===== src/rtl/shell_judge_if.sv =====
// Bundle of every signal exchanged between the game judge and its neighbours
// (key inputs, shell array, map ROM, tank positions and the scoreboard outputs).
// The judge connects through the slave modport; whatever drives the judge's
// inputs and consumes its results uses the master modport.
interface shell_judge_if;
  // Round control and raw fire keys
  logic        game_restart;
  logic        fire_btn_1;
  logic        fire_btn_2;

  // Shell array state: per-slot idle flag and packed {slot4..slot0} coordinates
  logic [4:0]  valid_1_shell;
  logic [4:0]  valid_2_shell;
  logic [29:0] shell_1_x_pos;
  logic [29:0] shell_1_y_pos;
  logic [29:0] shell_2_x_pos;
  logic [29:0] shell_2_y_pos;

  // Tank cells
  logic [5:0]  tank_1_x_pos;
  logic [5:0]  tank_1_y_pos;
  logic [5:0]  tank_2_x_pos;
  logic [5:0]  tank_2_y_pos;

  // Map ROM port
  logic        map_wall;
  logic [5:0]  map_rd_x;
  logic [5:0]  map_rd_y;

  // Fire gating towards the shell array
  logic        fire_1;
  logic        fire_2;
  logic        valid_give_shell_1;
  logic        valid_give_shell_2;

  // Collision results and scoreboard
  logic [4:0]  vanish_1;
  logic [4:0]  vanish_2;
  logic        hit_1;
  logic        hit_2;
  logic [1:0]  lives_1;
  logic [1:0]  lives_2;
  logic        game_over;
  logic [1:0]  winner;

  modport slave (
    input  game_restart, fire_btn_1, fire_btn_2,
    input  valid_1_shell, valid_2_shell,
    input  shell_1_x_pos, shell_1_y_pos, shell_2_x_pos, shell_2_y_pos,
    input  tank_1_x_pos, tank_1_y_pos, tank_2_x_pos, tank_2_y_pos,
    input  map_wall,
    output map_rd_x, map_rd_y,
    output fire_1, fire_2, valid_give_shell_1, valid_give_shell_2,
    output vanish_1, vanish_2, hit_1, hit_2,
    output lives_1, lives_2, game_over, winner
  );

  modport master (
    output game_restart, fire_btn_1, fire_btn_2,
    output valid_1_shell, valid_2_shell,
    output shell_1_x_pos, shell_1_y_pos, shell_2_x_pos, shell_2_y_pos,
    output tank_1_x_pos, tank_1_y_pos, tank_2_x_pos, tank_2_y_pos,
    output map_wall,
    input  map_rd_x, map_rd_y,
    input  fire_1, fire_2, valid_give_shell_1, valid_give_shell_2,
    input  vanish_1, vanish_2, hit_1, hit_2,
    input  lives_1, lives_2, game_over, winner
  );
endinterface


===== src/rtl/shell_judge.sv =====
// Game judge for the two-tank shooter. Gates fire requests with a per-player
// cooldown, scans the ten shell slots round-robin (two cycles per slot) against
// bounds, map walls and the opposing tank, pulses per-slot vanish and per-tank
// hit, and keeps lives, game-over and the winner.
module shell_judge #(
  parameter int X_MAX    = 39,
  parameter int Y_MAX    = 29,
  parameter int COOLDOWN = 2_000_000,
  parameter int LIVES    = 3
) (
  input logic          clk,
  input logic          rst,
  shell_judge_if.slave bus
);

  localparam int              CD_W       = (COOLDOWN < 1) ? 1 : $clog2(COOLDOWN + 1);
  localparam logic [CD_W-1:0] CD_LOAD    = CD_W'(COOLDOWN);
  localparam logic [1:0]      LIVES_INIT = 2'(LIVES);
  localparam logic [3:0]      LAST_SLOT  = 4'd9;
  localparam logic [3:0]      T2_BASE    = 4'd5;
  localparam logic [5:0]      X_LIM      = 6'(X_MAX);
  localparam logic [5:0]      Y_LIM      = 6'(Y_MAX);

  // Lives never go below zero, however many hits land in one scan.
  function automatic logic [1:0] f_lives_dec(input logic [1:0] lives, input logic hit);
    return (hit && (lives != 2'd0)) ? lives - 2'd1 : lives;
  endfunction

  // A grant reloads the cooldown; otherwise it counts down and rests at zero.
  function automatic logic [CD_W-1:0] f_cd_next(input logic [CD_W-1:0] cd, input logic grant);
    if (grant) return CD_LOAD;
    return (cd != '0) ? cd - CD_W'(1) : cd;
  endfunction

  typedef enum logic {S_REQ, S_CHK} state_t;

  state_t          r_state, w_state_nxt;
  logic [3:0]      r_slot, w_slot_nxt;
  logic            w_req, w_chk;

  logic            w_slot_t2;
  logic [2:0]      w_sub;
  logic [5:0]      w_sel_x, w_sel_y;
  logic            w_sel_idle;

  logic [5:0]      r_cap_x, r_cap_y;
  logic            r_cap_idle;
  logic [5:0]      r_map_x, r_map_y;

  logic [5:0]      w_opp_x, w_opp_y;
  logic            w_active, w_oob, w_on_tank, w_vanish_now, w_hit_now;
  logic [4:0]      w_van_1, w_van_2;
  logic            w_hit_1, w_hit_2;
  logic [1:0]      w_lives_1_nxt, w_lives_2_nxt;
  logic            w_end_scan, w_go_set, w_go_nxt;
  logic [1:0]      w_winner_nxt;

  logic [4:0]      r_vanish_1, r_vanish_2;
  logic            r_hit_1, r_hit_2;
  logic [1:0]      r_lives_1, r_lives_2;
  logic            r_go;
  logic [1:0]      r_winner;

  logic [1:0]      w_btn, r_btn_d, w_edge, w_grant, w_vg_nxt;
  logic [1:0]      r_fire, r_vg;
  logic [CD_W-1:0] r_cd_1, r_cd_2, w_cd_1_nxt, w_cd_2_nxt;

  // ---------------------------------------------------------------------------
  // Scan sequencer: REQ captures a slot and addresses the ROM, CHK judges it
  // ---------------------------------------------------------------------------

  // State and slot registers; a restart rewinds the scan to slot 0
  always_ff @(posedge clk or posedge rst) begin
    if (rst) begin
      r_state <= S_REQ;
      r_slot  <= '0;
    end else if (bus.game_restart) begin
      r_state <= S_REQ;
      r_slot  <= '0;
    end else begin
      r_state <= w_state_nxt;
      r_slot  <= w_slot_nxt;
    end
  end

  // Next state: alternate REQ/CHK, advance the slot after each CHK, wrap 9 -> 0
  always_comb begin
    w_state_nxt = r_state;
    w_slot_nxt  = r_slot;
    w_req       = 1'b0;
    w_chk       = 1'b0;
    unique case (r_state)
      S_REQ: begin
        w_req       = 1'b1;
        w_state_nxt = S_CHK;
      end
      S_CHK: begin
        w_chk       = 1'b1;
        w_state_nxt = S_REQ;
        w_slot_nxt  = (r_slot == LAST_SLOT) ? 4'd0 : r_slot + 4'd1;
      end
    endcase
  end

  // Slot mux: slots 0..4 belong to tank 1, 5..9 to tank 2
  always_comb begin
    w_slot_t2  = (r_slot >= T2_BASE);
    w_sub      = 3'(w_slot_t2 ? (r_slot - T2_BASE) : r_slot);
    w_sel_x    = w_slot_t2 ? bus.shell_2_x_pos[int'(w_sub)*6 +: 6]
                           : bus.shell_1_x_pos[int'(w_sub)*6 +: 6];
    w_sel_y    = w_slot_t2 ? bus.shell_2_y_pos[int'(w_sub)*6 +: 6]
                           : bus.shell_1_y_pos[int'(w_sub)*6 +: 6];
    w_sel_idle = w_slot_t2 ? bus.valid_2_shell[w_sub] : bus.valid_1_shell[w_sub];
  end

  // ---------------------------------------------------------------------------
  // REQ -> CHK boundary: slot snapshot and ROM address
  // ---------------------------------------------------------------------------

  // Slot snapshot; only ever read in the CHK that follows its REQ, so no reset
  always_ff @(posedge clk) begin
    if (w_req) begin
      r_cap_x    <= w_sel_x;
      r_cap_y    <= w_sel_y;
      r_cap_idle <= w_sel_idle;
    end
  end

  // Map ROM address, loaded in REQ so the wall bit is present during CHK
  always_ff @(posedge clk or posedge rst) begin
    if (rst) begin
      r_map_x <= '0;
      r_map_y <= '0;
    end else if (bus.game_restart) begin
      r_map_x <= '0;
      r_map_y <= '0;
    end else if (w_req) begin
      r_map_x <= w_sel_x;
      r_map_y <= w_sel_y;
    end
  end

  // Judgement of the captured slot plus the scoreboard updates it implies
  always_comb begin
    w_opp_x       = w_slot_t2 ? bus.tank_1_x_pos : bus.tank_2_x_pos;
    w_opp_y       = w_slot_t2 ? bus.tank_1_y_pos : bus.tank_2_y_pos;
    w_active      = w_chk && !r_cap_idle;
    // Coordinates are unsigned, so a shell that stepped below 0 shows up as 63
    w_oob         = (r_cap_x > X_LIM) || (r_cap_y > Y_LIM);
    w_on_tank     = (r_cap_x == w_opp_x) && (r_cap_y == w_opp_y);
    // An out-of-bounds address reads junk from the ROM, but the slot vanishes anyway
    w_vanish_now  = w_active && (w_oob || bus.map_wall || w_on_tank);
    w_hit_now     = w_active && !w_oob && w_on_tank && !r_go;
    w_van_1       = (w_vanish_now && !w_slot_t2) ? (5'b00001 << w_sub) : 5'b00000;
    w_van_2       = (w_vanish_now &&  w_slot_t2) ? (5'b00001 << w_sub) : 5'b00000;
    // A tank-2 shell hits tank 1 and vice versa
    w_hit_1       = w_hit_now &&  w_slot_t2;
    w_hit_2       = w_hit_now && !w_slot_t2;
    w_lives_1_nxt = f_lives_dec(r_lives_1, w_hit_1);
    w_lives_2_nxt = f_lives_dec(r_lives_2, w_hit_2);
    // The round is decided only once a full scan has been judged
    w_end_scan    = w_chk && (r_slot == LAST_SLOT);
    w_go_set      = !r_go && w_end_scan &&
                    ((w_lives_1_nxt == 2'd0) || (w_lives_2_nxt == 2'd0));
    w_go_nxt      = r_go || w_go_set;
    w_winner_nxt  = w_go_set ? {w_lives_1_nxt == 2'd0, w_lives_2_nxt == 2'd0} : r_winner;
  end

  // ---------------------------------------------------------------------------
  // CHK -> output boundary: vanish/hit pulses and scoreboard
  // ---------------------------------------------------------------------------

  // Registered judgement results; restart overrides anything judged this cycle
  always_ff @(posedge clk or posedge rst) begin
    if (rst) begin
      r_vanish_1 <= '0;
      r_vanish_2 <= '0;
      r_hit_1    <= 1'b0;
      r_hit_2    <= 1'b0;
      r_lives_1  <= LIVES_INIT;
      r_lives_2  <= LIVES_INIT;
      r_go       <= 1'b0;
      r_winner   <= 2'b00;
    end else if (bus.game_restart) begin
      r_vanish_1 <= '0;
      r_vanish_2 <= '0;
      r_hit_1    <= 1'b0;
      r_hit_2    <= 1'b0;
      r_lives_1  <= LIVES_INIT;
      r_lives_2  <= LIVES_INIT;
      r_go       <= 1'b0;
      r_winner   <= 2'b00;
    end else begin
      r_vanish_1 <= w_van_1;
      r_vanish_2 <= w_van_2;
      r_hit_1    <= w_hit_1;
      r_hit_2    <= w_hit_2;
      r_lives_1  <= w_lives_1_nxt;
      r_lives_2  <= w_lives_2_nxt;
      r_go       <= w_go_nxt;
      r_winner   <= w_winner_nxt;
    end
  end

  // ---------------------------------------------------------------------------
  // Fire gating: rising edge of a key fires once, then the cooldown blocks it
  // ---------------------------------------------------------------------------

  assign w_btn = {bus.fire_btn_2, bus.fire_btn_1};

  // Previous key level for edge detection; it tracks the keys through restarts
  always_ff @(posedge clk or posedge rst) begin
    if (rst) r_btn_d <= 2'b00;
    else     r_btn_d <= w_btn;
  end

  // Edge/grant decode; the permit is computed from next-cycle state so it drops
  // in the same cycle as the fire pulse and a fresh edge cannot double-fire
  always_comb begin
    w_edge      = w_btn & ~r_btn_d;
    w_grant     = w_edge & r_vg;
    w_cd_1_nxt  = f_cd_next(r_cd_1, w_grant[0]);
    w_cd_2_nxt  = f_cd_next(r_cd_2, w_grant[1]);
    w_vg_nxt[0] = (w_cd_1_nxt == '0) && !w_go_nxt;
    w_vg_nxt[1] = (w_cd_2_nxt == '0) && !w_go_nxt;
  end

  // Fire pulse, cooldown counters and fire permit
  always_ff @(posedge clk or posedge rst) begin
    if (rst) begin
      r_fire <= 2'b00;
      r_vg   <= 2'b00;
      r_cd_1 <= '0;
      r_cd_2 <= '0;
    end else if (bus.game_restart) begin
      r_fire <= 2'b00;
      r_vg   <= 2'b00;
      r_cd_1 <= '0;
      r_cd_2 <= '0;
    end else begin
      r_fire <= w_grant;
      r_vg   <= w_vg_nxt;
      r_cd_1 <= w_cd_1_nxt;
      r_cd_2 <= w_cd_2_nxt;
    end
  end

  assign bus.map_rd_x           = r_map_x;
  assign bus.map_rd_y           = r_map_y;
  assign bus.fire_1             = r_fire[0];
  assign bus.fire_2             = r_fire[1];
  assign bus.valid_give_shell_1 = r_vg[0];
  assign bus.valid_give_shell_2 = r_vg[1];
  assign bus.vanish_1           = r_vanish_1;
  assign bus.vanish_2           = r_vanish_2;
  assign bus.hit_1              = r_hit_1;
  assign bus.hit_2              = r_hit_2;
  assign bus.lives_1            = r_lives_1;
  assign bus.lives_2            = r_lives_2;
  assign bus.game_over          = r_go;
  assign bus.winner             = r_winner;

endmodule


===== src/flat_wrapper.sv =====
// flat-port wrapper written by rule: the top's interface ports become plain ports
module shell_judge_flat 
#(
  parameter int X_MAX    = 39,
  parameter int Y_MAX    = 29,
  parameter int COOLDOWN = 2_000_000,
  parameter int LIVES    = 3
)
  (clk, rst, bus_game_restart, bus_fire_btn_1, bus_fire_btn_2, bus_valid_1_shell, bus_valid_2_shell, bus_shell_1_x_pos, bus_shell_1_y_pos, bus_shell_2_x_pos, bus_shell_2_y_pos, bus_tank_1_x_pos, bus_tank_1_y_pos, bus_tank_2_x_pos, bus_tank_2_y_pos, bus_map_wall, bus_map_rd_x, bus_map_rd_y, bus_fire_1, bus_fire_2, bus_valid_give_shell_1, bus_valid_give_shell_2, bus_vanish_1, bus_vanish_2, bus_hit_1, bus_hit_2, bus_lives_1, bus_lives_2, bus_game_over, bus_winner);
  shell_judge_if bus_i ();
  input logic clk;
  input logic rst;
  input wire logic [$bits(bus_i.game_restart)-1:0] bus_game_restart;
  input wire logic [$bits(bus_i.fire_btn_1)-1:0] bus_fire_btn_1;
  input wire logic [$bits(bus_i.fire_btn_2)-1:0] bus_fire_btn_2;
  input wire logic [$bits(bus_i.valid_1_shell)-1:0] bus_valid_1_shell;
  input wire logic [$bits(bus_i.valid_2_shell)-1:0] bus_valid_2_shell;
  input wire logic [$bits(bus_i.shell_1_x_pos)-1:0] bus_shell_1_x_pos;
  input wire logic [$bits(bus_i.shell_1_y_pos)-1:0] bus_shell_1_y_pos;
  input wire logic [$bits(bus_i.shell_2_x_pos)-1:0] bus_shell_2_x_pos;
  input wire logic [$bits(bus_i.shell_2_y_pos)-1:0] bus_shell_2_y_pos;
  input wire logic [$bits(bus_i.tank_1_x_pos)-1:0] bus_tank_1_x_pos;
  input wire logic [$bits(bus_i.tank_1_y_pos)-1:0] bus_tank_1_y_pos;
  input wire logic [$bits(bus_i.tank_2_x_pos)-1:0] bus_tank_2_x_pos;
  input wire logic [$bits(bus_i.tank_2_y_pos)-1:0] bus_tank_2_y_pos;
  input wire logic [$bits(bus_i.map_wall)-1:0] bus_map_wall;
  output wire logic [$bits(bus_i.map_rd_x)-1:0] bus_map_rd_x;
  output wire logic [$bits(bus_i.map_rd_y)-1:0] bus_map_rd_y;
  output wire logic [$bits(bus_i.fire_1)-1:0] bus_fire_1;
  output wire logic [$bits(bus_i.fire_2)-1:0] bus_fire_2;
  output wire logic [$bits(bus_i.valid_give_shell_1)-1:0] bus_valid_give_shell_1;
  output wire logic [$bits(bus_i.valid_give_shell_2)-1:0] bus_valid_give_shell_2;
  output wire logic [$bits(bus_i.vanish_1)-1:0] bus_vanish_1;
  output wire logic [$bits(bus_i.vanish_2)-1:0] bus_vanish_2;
  output wire logic [$bits(bus_i.hit_1)-1:0] bus_hit_1;
  output wire logic [$bits(bus_i.hit_2)-1:0] bus_hit_2;
  output wire logic [$bits(bus_i.lives_1)-1:0] bus_lives_1;
  output wire logic [$bits(bus_i.lives_2)-1:0] bus_lives_2;
  output wire logic [$bits(bus_i.game_over)-1:0] bus_game_over;
  output wire logic [$bits(bus_i.winner)-1:0] bus_winner;
  assign bus_i.game_restart = bus_game_restart;
  assign bus_i.fire_btn_1 = bus_fire_btn_1;
  assign bus_i.fire_btn_2 = bus_fire_btn_2;
  assign bus_i.valid_1_shell = bus_valid_1_shell;
  assign bus_i.valid_2_shell = bus_valid_2_shell;
  assign bus_i.shell_1_x_pos = bus_shell_1_x_pos;
  assign bus_i.shell_1_y_pos = bus_shell_1_y_pos;
  assign bus_i.shell_2_x_pos = bus_shell_2_x_pos;
  assign bus_i.shell_2_y_pos = bus_shell_2_y_pos;
  assign bus_i.tank_1_x_pos = bus_tank_1_x_pos;
  assign bus_i.tank_1_y_pos = bus_tank_1_y_pos;
  assign bus_i.tank_2_x_pos = bus_tank_2_x_pos;
  assign bus_i.tank_2_y_pos = bus_tank_2_y_pos;
  assign bus_i.map_wall = bus_map_wall;
  assign bus_map_rd_x = bus_i.map_rd_x;
  assign bus_map_rd_y = bus_i.map_rd_y;
  assign bus_fire_1 = bus_i.fire_1;
  assign bus_fire_2 = bus_i.fire_2;
  assign bus_valid_give_shell_1 = bus_i.valid_give_shell_1;
  assign bus_valid_give_shell_2 = bus_i.valid_give_shell_2;
  assign bus_vanish_1 = bus_i.vanish_1;
  assign bus_vanish_2 = bus_i.vanish_2;
  assign bus_hit_1 = bus_i.hit_1;
  assign bus_hit_2 = bus_i.hit_2;
  assign bus_lives_1 = bus_i.lives_1;
  assign bus_lives_2 = bus_i.lives_2;
  assign bus_game_over = bus_i.game_over;
  assign bus_winner = bus_i.winner;
  shell_judge #(.X_MAX(X_MAX), .Y_MAX(Y_MAX), .COOLDOWN(COOLDOWN), .LIVES(LIVES)) u_core (.clk(clk), .rst(rst), .bus(bus_i));
endmodule

===== config.mk =====
export PLATFORM = sky130hd
export DESIGN_NAME = shell_judge_flat
export DESIGN_NICKNAME = d
export VERILOG_FILES = /design/src/rtl/shell_judge_if.sv /design/src/rtl/shell_judge.sv /design/src/flat_wrapper.sv
export SDC_FILE = /design/constraint.sdc
export NUM_CORES = 1
export LEC_CHECK = 0
export CAP_MARGIN = 0
export CORE_AREA = 2 2 106 134
export DETAILED_ROUTE_END_ITERATION = 7
export DIE_AREA = 0 0 108 136
export GPL_TIMING_DRIVEN = 1
export PLACE_DENSITY = 0.8
export SLEW_MARGIN = 5
export SYNTH_ARGS = -nofsm -noshare
export SYNTH_HDL_FRONTEND = slang
export SYNTH_SLANG_ARGS = --single-unit

===== constraint.sdc =====
create_clock -name clk -period 4.3 [get_ports clk]
set_input_delay 0.43 -clock clk [delete_from_list [all_inputs] [get_ports clk]]
set_output_delay 0.43 -clock clk [all_outputs]
set_load 0.01 [all_outputs]

**Word-level counts from Yosys, hierarchy flattened**

Cells that the tools add are included.

- Input bits: 160
- Logic and storage cells: 126
- Flip-flop bits (word level): 97
- Output and inout bits: 35

- Magnitude comparators: 4
- Bitwise logic cells: 4
- Shift operators: 5
- Multiply operators: 1
- Mux-type cells: 45
- Reductions and logical operators: 37
- $add $sub $neg: 6
- Equal/unequal tests: 4

Operators by type and width:

| cell | count |
|---|---|
| two-way mux 21 bit | 8 |
| indexed part select 30 x 32 -> 6 bit | 4 |
| two-way mux 6 bit | 8 |
| logical NOT 21 bit | 2 |
| nonzero test 21 bit | 2 |
| subtractor 21 x 1 -> 21 bit (second input constant) | 2 |
| two-way mux 5 bit | 4 |
| logical AND 1 bit | 17 |
| two-way mux 2 bit | 8 |
| equality test 6 bit | 2 |
| two-way mux 4 bit | 3 |
| two-way mux 1 bit | 10 |
| nonzero test 2 bit | 4 |
| binary-select mux 1 bit (select 3 bit) | 2 |
| > comparator 6 x 5 -> 1 bit (second input constant) | 1 |
| > comparator 6 bit (second input constant) | 1 |
| logical NOT 1 bit | 5 |
| logical OR 1 bit | 5 |
| multiplier 3 x 2 -> 5 bit (second input constant) | 1 |
| left shift 1 x 3 -> 5 bit (first input constant) | 1 |
| adder 4 x 1 -> 4 bit (second input constant) | 1 |
| AND 2 bit | 2 |
| equality test 4 bit (second input constant) | 1 |
| >= comparator 4 x 3 -> 1 bit (second input constant) | 1 |
| other kinds (9) | 11 |

**Logic depth before layout (Yosys ltp)**

Gate-level depths: netlist of the first run.

- Depth after elaboration: 16
- Gate-level depth with buffers: 13
- Mapped depth without buffers: 10

**Least setup slack after synthesis of the first run**

Ideal clock, no wire load.

- Path kind: register -> register
- Start: register u_core.r_slot[0]
- End: register u_core.r_vg[1]
- Cell stages (with the launch flop): 13
- Slack: 738 ps
- Path buffers: 2
- Period minus slack after synthesis: 3,562 ps
- Required time: 4,199 ps
- Data arrival time: 3,461 ps
- Setup time: 101 ps
- Cell sequence: dfrtp_1 -> inv_2 -> buf_1 -> ha_1 -> nand2b_1 -> a21oi_1 -> buf_2 -> nand2_1 -> a32o_1 -> nor4_1 -> mux2i_1 -> a21oi_1 -> nor4_1

- Cells in the longest elaborated chain, start to end: 16
- Elaborated cells on any way between the ends: 26
- Classes of those cells: 1 x order compare; 3 x eq/ne; 5 x mux; 17 x reduce/logical

Ends and longest elaborated chain:

| what | line | RTL |
|---|---|---|
| start: declaration | shell_judge.sv:38 | `logic [3:0] r_slot, w_slot_nxt;` |
| start signal: assignment | shell_judge.sv:82 | `r_slot <= w_slot_nxt;` |
| >= comparator 4 x 3 -> 1 bit | shell_judge.sv:107 | `w_slot_t2 = (r_slot >= T2_BASE);` |
| two-way mux 6 bit (on tied branches) | shell_judge.sv:145, shell_judge.sv:146 |  |
| equality test 6 bit | shell_judge.sv:150 | `w_on_tank = (r_cap_x == w_opp_x) && (r_cap_y == w_opp_y);` |
| logical AND 1 bit | shell_judge.sv:150 |  |
| logical AND 1 bit (2 in series) | shell_judge.sv:153 | `w_hit_now = w_active && !w_oob && w_on_tank && !r_go;` |
| logical AND 1 bit (on tied branches) | shell_judge.sv:157, shell_judge.sv:158 |  |
| logical AND 1 bit | shell_judge.sv:26 | `return (hit && (lives != 2'd0)) ? lives - 2'd1 : lives;` |
| two-way mux 2 bit | shell_judge.sv:26 |  |
| logical NOT 2 bit | shell_judge.sv:164 | `((w_lives_1_nxt == 2'd0) \|\| (w_lives_2_nxt == 2'd0));` |
| logical OR 1 bit | shell_judge.sv:164 |  |
| logical AND 1 bit * | shell_judge.sv:163 | `w_go_set = !r_go && w_end_scan &&` |
| logical OR 1 bit * | shell_judge.sv:165 | `w_go_nxt = r_go \|\| w_go_set;` |
| logical NOT 1 bit * | shell_judge.sv:225 | `w_vg_nxt[1] = (w_cd_2_nxt == '0) && !w_go_nxt;` |
| logical AND 1 bit * | shell_judge.sv:225 |  |
| two-way mux 2 bit * | shell_judge.sv:235 | `end else if (bus.game_restart) begin` |
| end signal: assignment | shell_judge.sv:242 | `r_vg <= w_vg_nxt;` |
| end: declaration | shell_judge.sv:65 | `logic [1:0] r_fire, r_vg;` |

Every way passes the cells marked *; elsewhere a longest branch is shown, timed or not.
A chain may end at the register's enable or synchronous reset.

**Final worst setup path of the first run**

Ends and elaborated chain as after synthesis.

==> out/qor.txt, run 1 <==
status = completed
XOR/XNOR share of the synthesized area = 5.42%
Post-synth ARST share = 86.6%
Crit path required time = 4540 ps
crit share post-route = 88.4%
CP startpoint kind = flip-flop
Final nets = 1005
total negative slack = 0 ps
# hold bufs at CTS = 0
final setup violation count = 0
HPWL Detailed = 15000 um
sequential power share = 31.0%
sw frac = 40.5%
simple-gate share of the synthesized area = 22.1%
Cells after Synth = 665
deepest clock path buffer count = 2
leakage = 3.58 nW
hold path start = u_core.bus.map_rd_x[4]
post-synthesis sequential area ratio = 39.6%
Mapped Avg Cell Area = 9.48 um2
WS Path Type = reg -> reg
distinct cell type count after synthesis = 65
Synth area leaders = dfrtp_1, mux4_2, edfxtp_1, xnor2_1, mux2i_1
Internal = 2.64 mW
first-pass GRT wire length = 30000 um
post-synthesis compound-gate area fraction = 13.1%
GRT Util Overall = 26.5%
CTS tree = done
Total Power = 4.44 mW
Critical Path AT = 4040 ps
Min-Delay Path Class = reg -> reg
Die ar. = 14700 um2
max-cap viol count = 0
CTS Buf Count = 9
Adder-Cell Fraction of Synth Area = 1.79%
final antenna-violating net count = 0
DR DRC count = 0
Period minus WS final = 3800 ps
post-synth top area share = 31.8%
H-Tree Depth = 3
most common cell after layout, fill and taps aside = clkdlybuf4s50_1
Main synth FF type = dfrtp_1
Die Height = 136 um
# Post-CTS Setup Buffers = 0
vias per inst = 5.76
GPL Wtd Cong = 0.864
largest family of logic cells by synthesized area = simple AND/OR/NAND/NOR gates
Initial Utilization = 46.6%
Root Driver = clkbuf_16
Worst-path clk slew = 70 ps
vias in the first global route = 6087
max_slew headroom = 31.0%
Worst Setup End Kind = flip-flop
routed vias = 5861
Post-synth EDFFs = 13
initial DRC count = 328
Max Clk Rate = 263 MHz
setup skew after layout = 5.31 ps
PortBufs = 194
CP Launch Point = u_core.r_slot[0]
mux share of post-synthesis cell area = 13.3%
placeable core area = 13500 um2
GRT Residual Overflow = 0
initial antenna violation count = 2
drt wl/cell = 18.5 um
Comb power frac = 49.4%
area delta synth->final = 38.0%
worst r2r src = u_core.r_slot[0]
Yosys reg bits = 97
worst vdd ir = 313 uV
1st-pass router iterations = 5
Routed WL = 18900 um
Resized Gates After CTS = 0
Yosys warnings = 0
Slew Viols, Final = 0
RSZ-0062 raised after global routing = no
I/O pin count = 195
worst slew pin tran = 1030 ps
Clock Sinks = 97
power density cells = 511 nW/um2
clock power share = 19.6%
Yosys top cell by area = dfrtp_1
Post-Syn Area = 6300 um2
largest net degree at the start of global routing = 53
CP Max Fanout = 15
die span in x = 108 um
FP Rows = 48
fraction of layout cells with a size suffix above 1 = 9.16%
endpoints failing hold = 0
worst skew pair latency = 340 ps
commonest cells after routing, fill and taps aside = clkdlybuf4s50_1, dfrtp_1, nand2_1, nor2_1, a21oi_1
NetSw = 1.80 mW
syn_nets = 834
-- cell families (layout without fill, tap and decap cells) --
group / after synthesis / after routing
and+or+nand+nor: 267 / 267
AOI/OAI and AO/OA: 129 / 129
DFF: 97 / 97
buffers and inverters: 73 / 249
muxes: 51 / 51
xor gates and xnor gates: 39 / 39
adders and majority gates: 9 / 9
other: 0 / 1
-- metrics by stage --
| step | instance area [um2] | worst slack, ps | hold slack [ps] | utilization (%) | cells |
|---|---|---|---|---|---|
| 6_report | 8700 | 498 | 534 | 64.4 | 1017 |
| 5_1_grt | 8690 | 204 | 564 | 64.3 | 1016 |
| 4_1_cts | 8690 | 481 | 536 | 64.3 | 1016 |
| 3_5_place_dp | 8370 | 572 | 522 | 61.9 | 1000 |
| 3_3_place_gp | 8370 | 767 | 508 | 61.9 | 1000 |
| 2_1_floorplan | 6300 | 738 | 461 | - | 665 |
-- state kept, by name (all words and copies together) (netlist names), 5 cells and up --
signal               cells
u_core.r_cd_1           21
u_core.r_cd_2           21
u_core.bus.map_rd_x      6
u_core.bus.map_rd_y      6
u_core.r_cap_x           6
u_core.r_cap_y           6
u_core.bus.vanish_1      5
u_core.bus.vanish_2      5
-- critical path, stage by stage, from the launching register on --
cell and delay (ps):
dfrtp_1 610, inv_2 90, ha_1 260, nand2b_1 160, a21o_1 490, mux2_2 390
a21o_1 190, nor4_1 660, mux2i_1 360, a21oi_1 200, nor4_1 290
-- layout make-up --
class                           instances  area (um2)
Fill cell                            1115        4820
Multi-Input combinational cell        495        3520
Sequential cell                        97        2500
Timing Repair Buffer                  204        2020
Clock buffer                           10         239
Tap cell                              175         219
Inverter                               29         110
Clock inverter                          6        90.1
Antenna cell                            1        2.50
-- power by group through the flow --
stage / Clock (mW) / Sequential [mW] / Combinational (mW)
4_1_cts: 0.888 / 1.37 / 2.18
2_1_floorplan: 0 / 1.29 / 1.71
3_5_place_dp: 0 / 1.39 / 2.17
3_3_place_gp: 0 / 1.38 / 2.12
5_1_grt: 0.925 / 1.41 / 2.43
6_report: 0.872 / 1.38 / 2.19
-- routing by layer --
metal  global-route usage (%)  vias up  share of wire, %
met5                        0        -             0.037
met4                     11.0        2               3.2
met3                     6.14       49               7.5
met2                     48.2      237                53
met1                     29.5     2789                36
li1                         -     2784                 -
-- cell usage after synthesis, drive strengths merged, types with 3 or more instances --
cell     count
buf         15
nor4b        6
a2111oi      4
nor4        28
o211ai       4
mux4        26
nand2b       9
nand3b       5
o21ai       32
inv         29
o31ai        7
mux2i       23
or4          4
dfstp        4
nor2        56
nand3       25
a21boi       3
nand4        7
a31oi        3
a21oi       45
o22ai        7
or3         16
xor2        11
a221oi       3
xnor2       28
nand2       61
clkbuf      29
dfrtp       80
and2         4
nor3        19
a211oi       4
or2          6
a222oi       4
nor2b       11
ha           9
edfxtp      13
-- final timing paths --
kind	to	slack [ps]	cells after the start
worst max register to register	u_core.r_vg[1]	500	10
worst max-delay path	u_core.r_vg[1]	500	10
worst min register to register	u_core.bus.map_rd_x[4]	530	2
max in group asynchronous	u_core.bus.lives_2[1]	2700	3
min in group asynchronous	u_core.r_fire[0]	580	2
worst min-delay path	u_core.bus.map_rd_x[4]	530	2
Note: power is estimated with default switching activity, not from simulation.
==> run 2: changes to the inputs <==
--- a/config.mk
+++ b/config.mk
@@ -5,8 +5,10 @@
 export SDC_FILE = /design/constraint.sdc
 export NUM_CORES = 1
 export LEC_CHECK = 0
+export ABC_CLOCK_PERIOD_IN_PS = 4300
 export CAP_MARGIN = 0
 export CORE_AREA = 2 2 106 134
+export CTS_CLUSTER_SIZE = 30
 export DETAILED_ROUTE_END_ITERATION = 7
 export DIE_AREA = 0 0 108 136
 export GPL_TIMING_DRIVEN = 1
==> results of run 2 <==
Same layout as run 1: the final DEF is identical, and so are final timing and power.
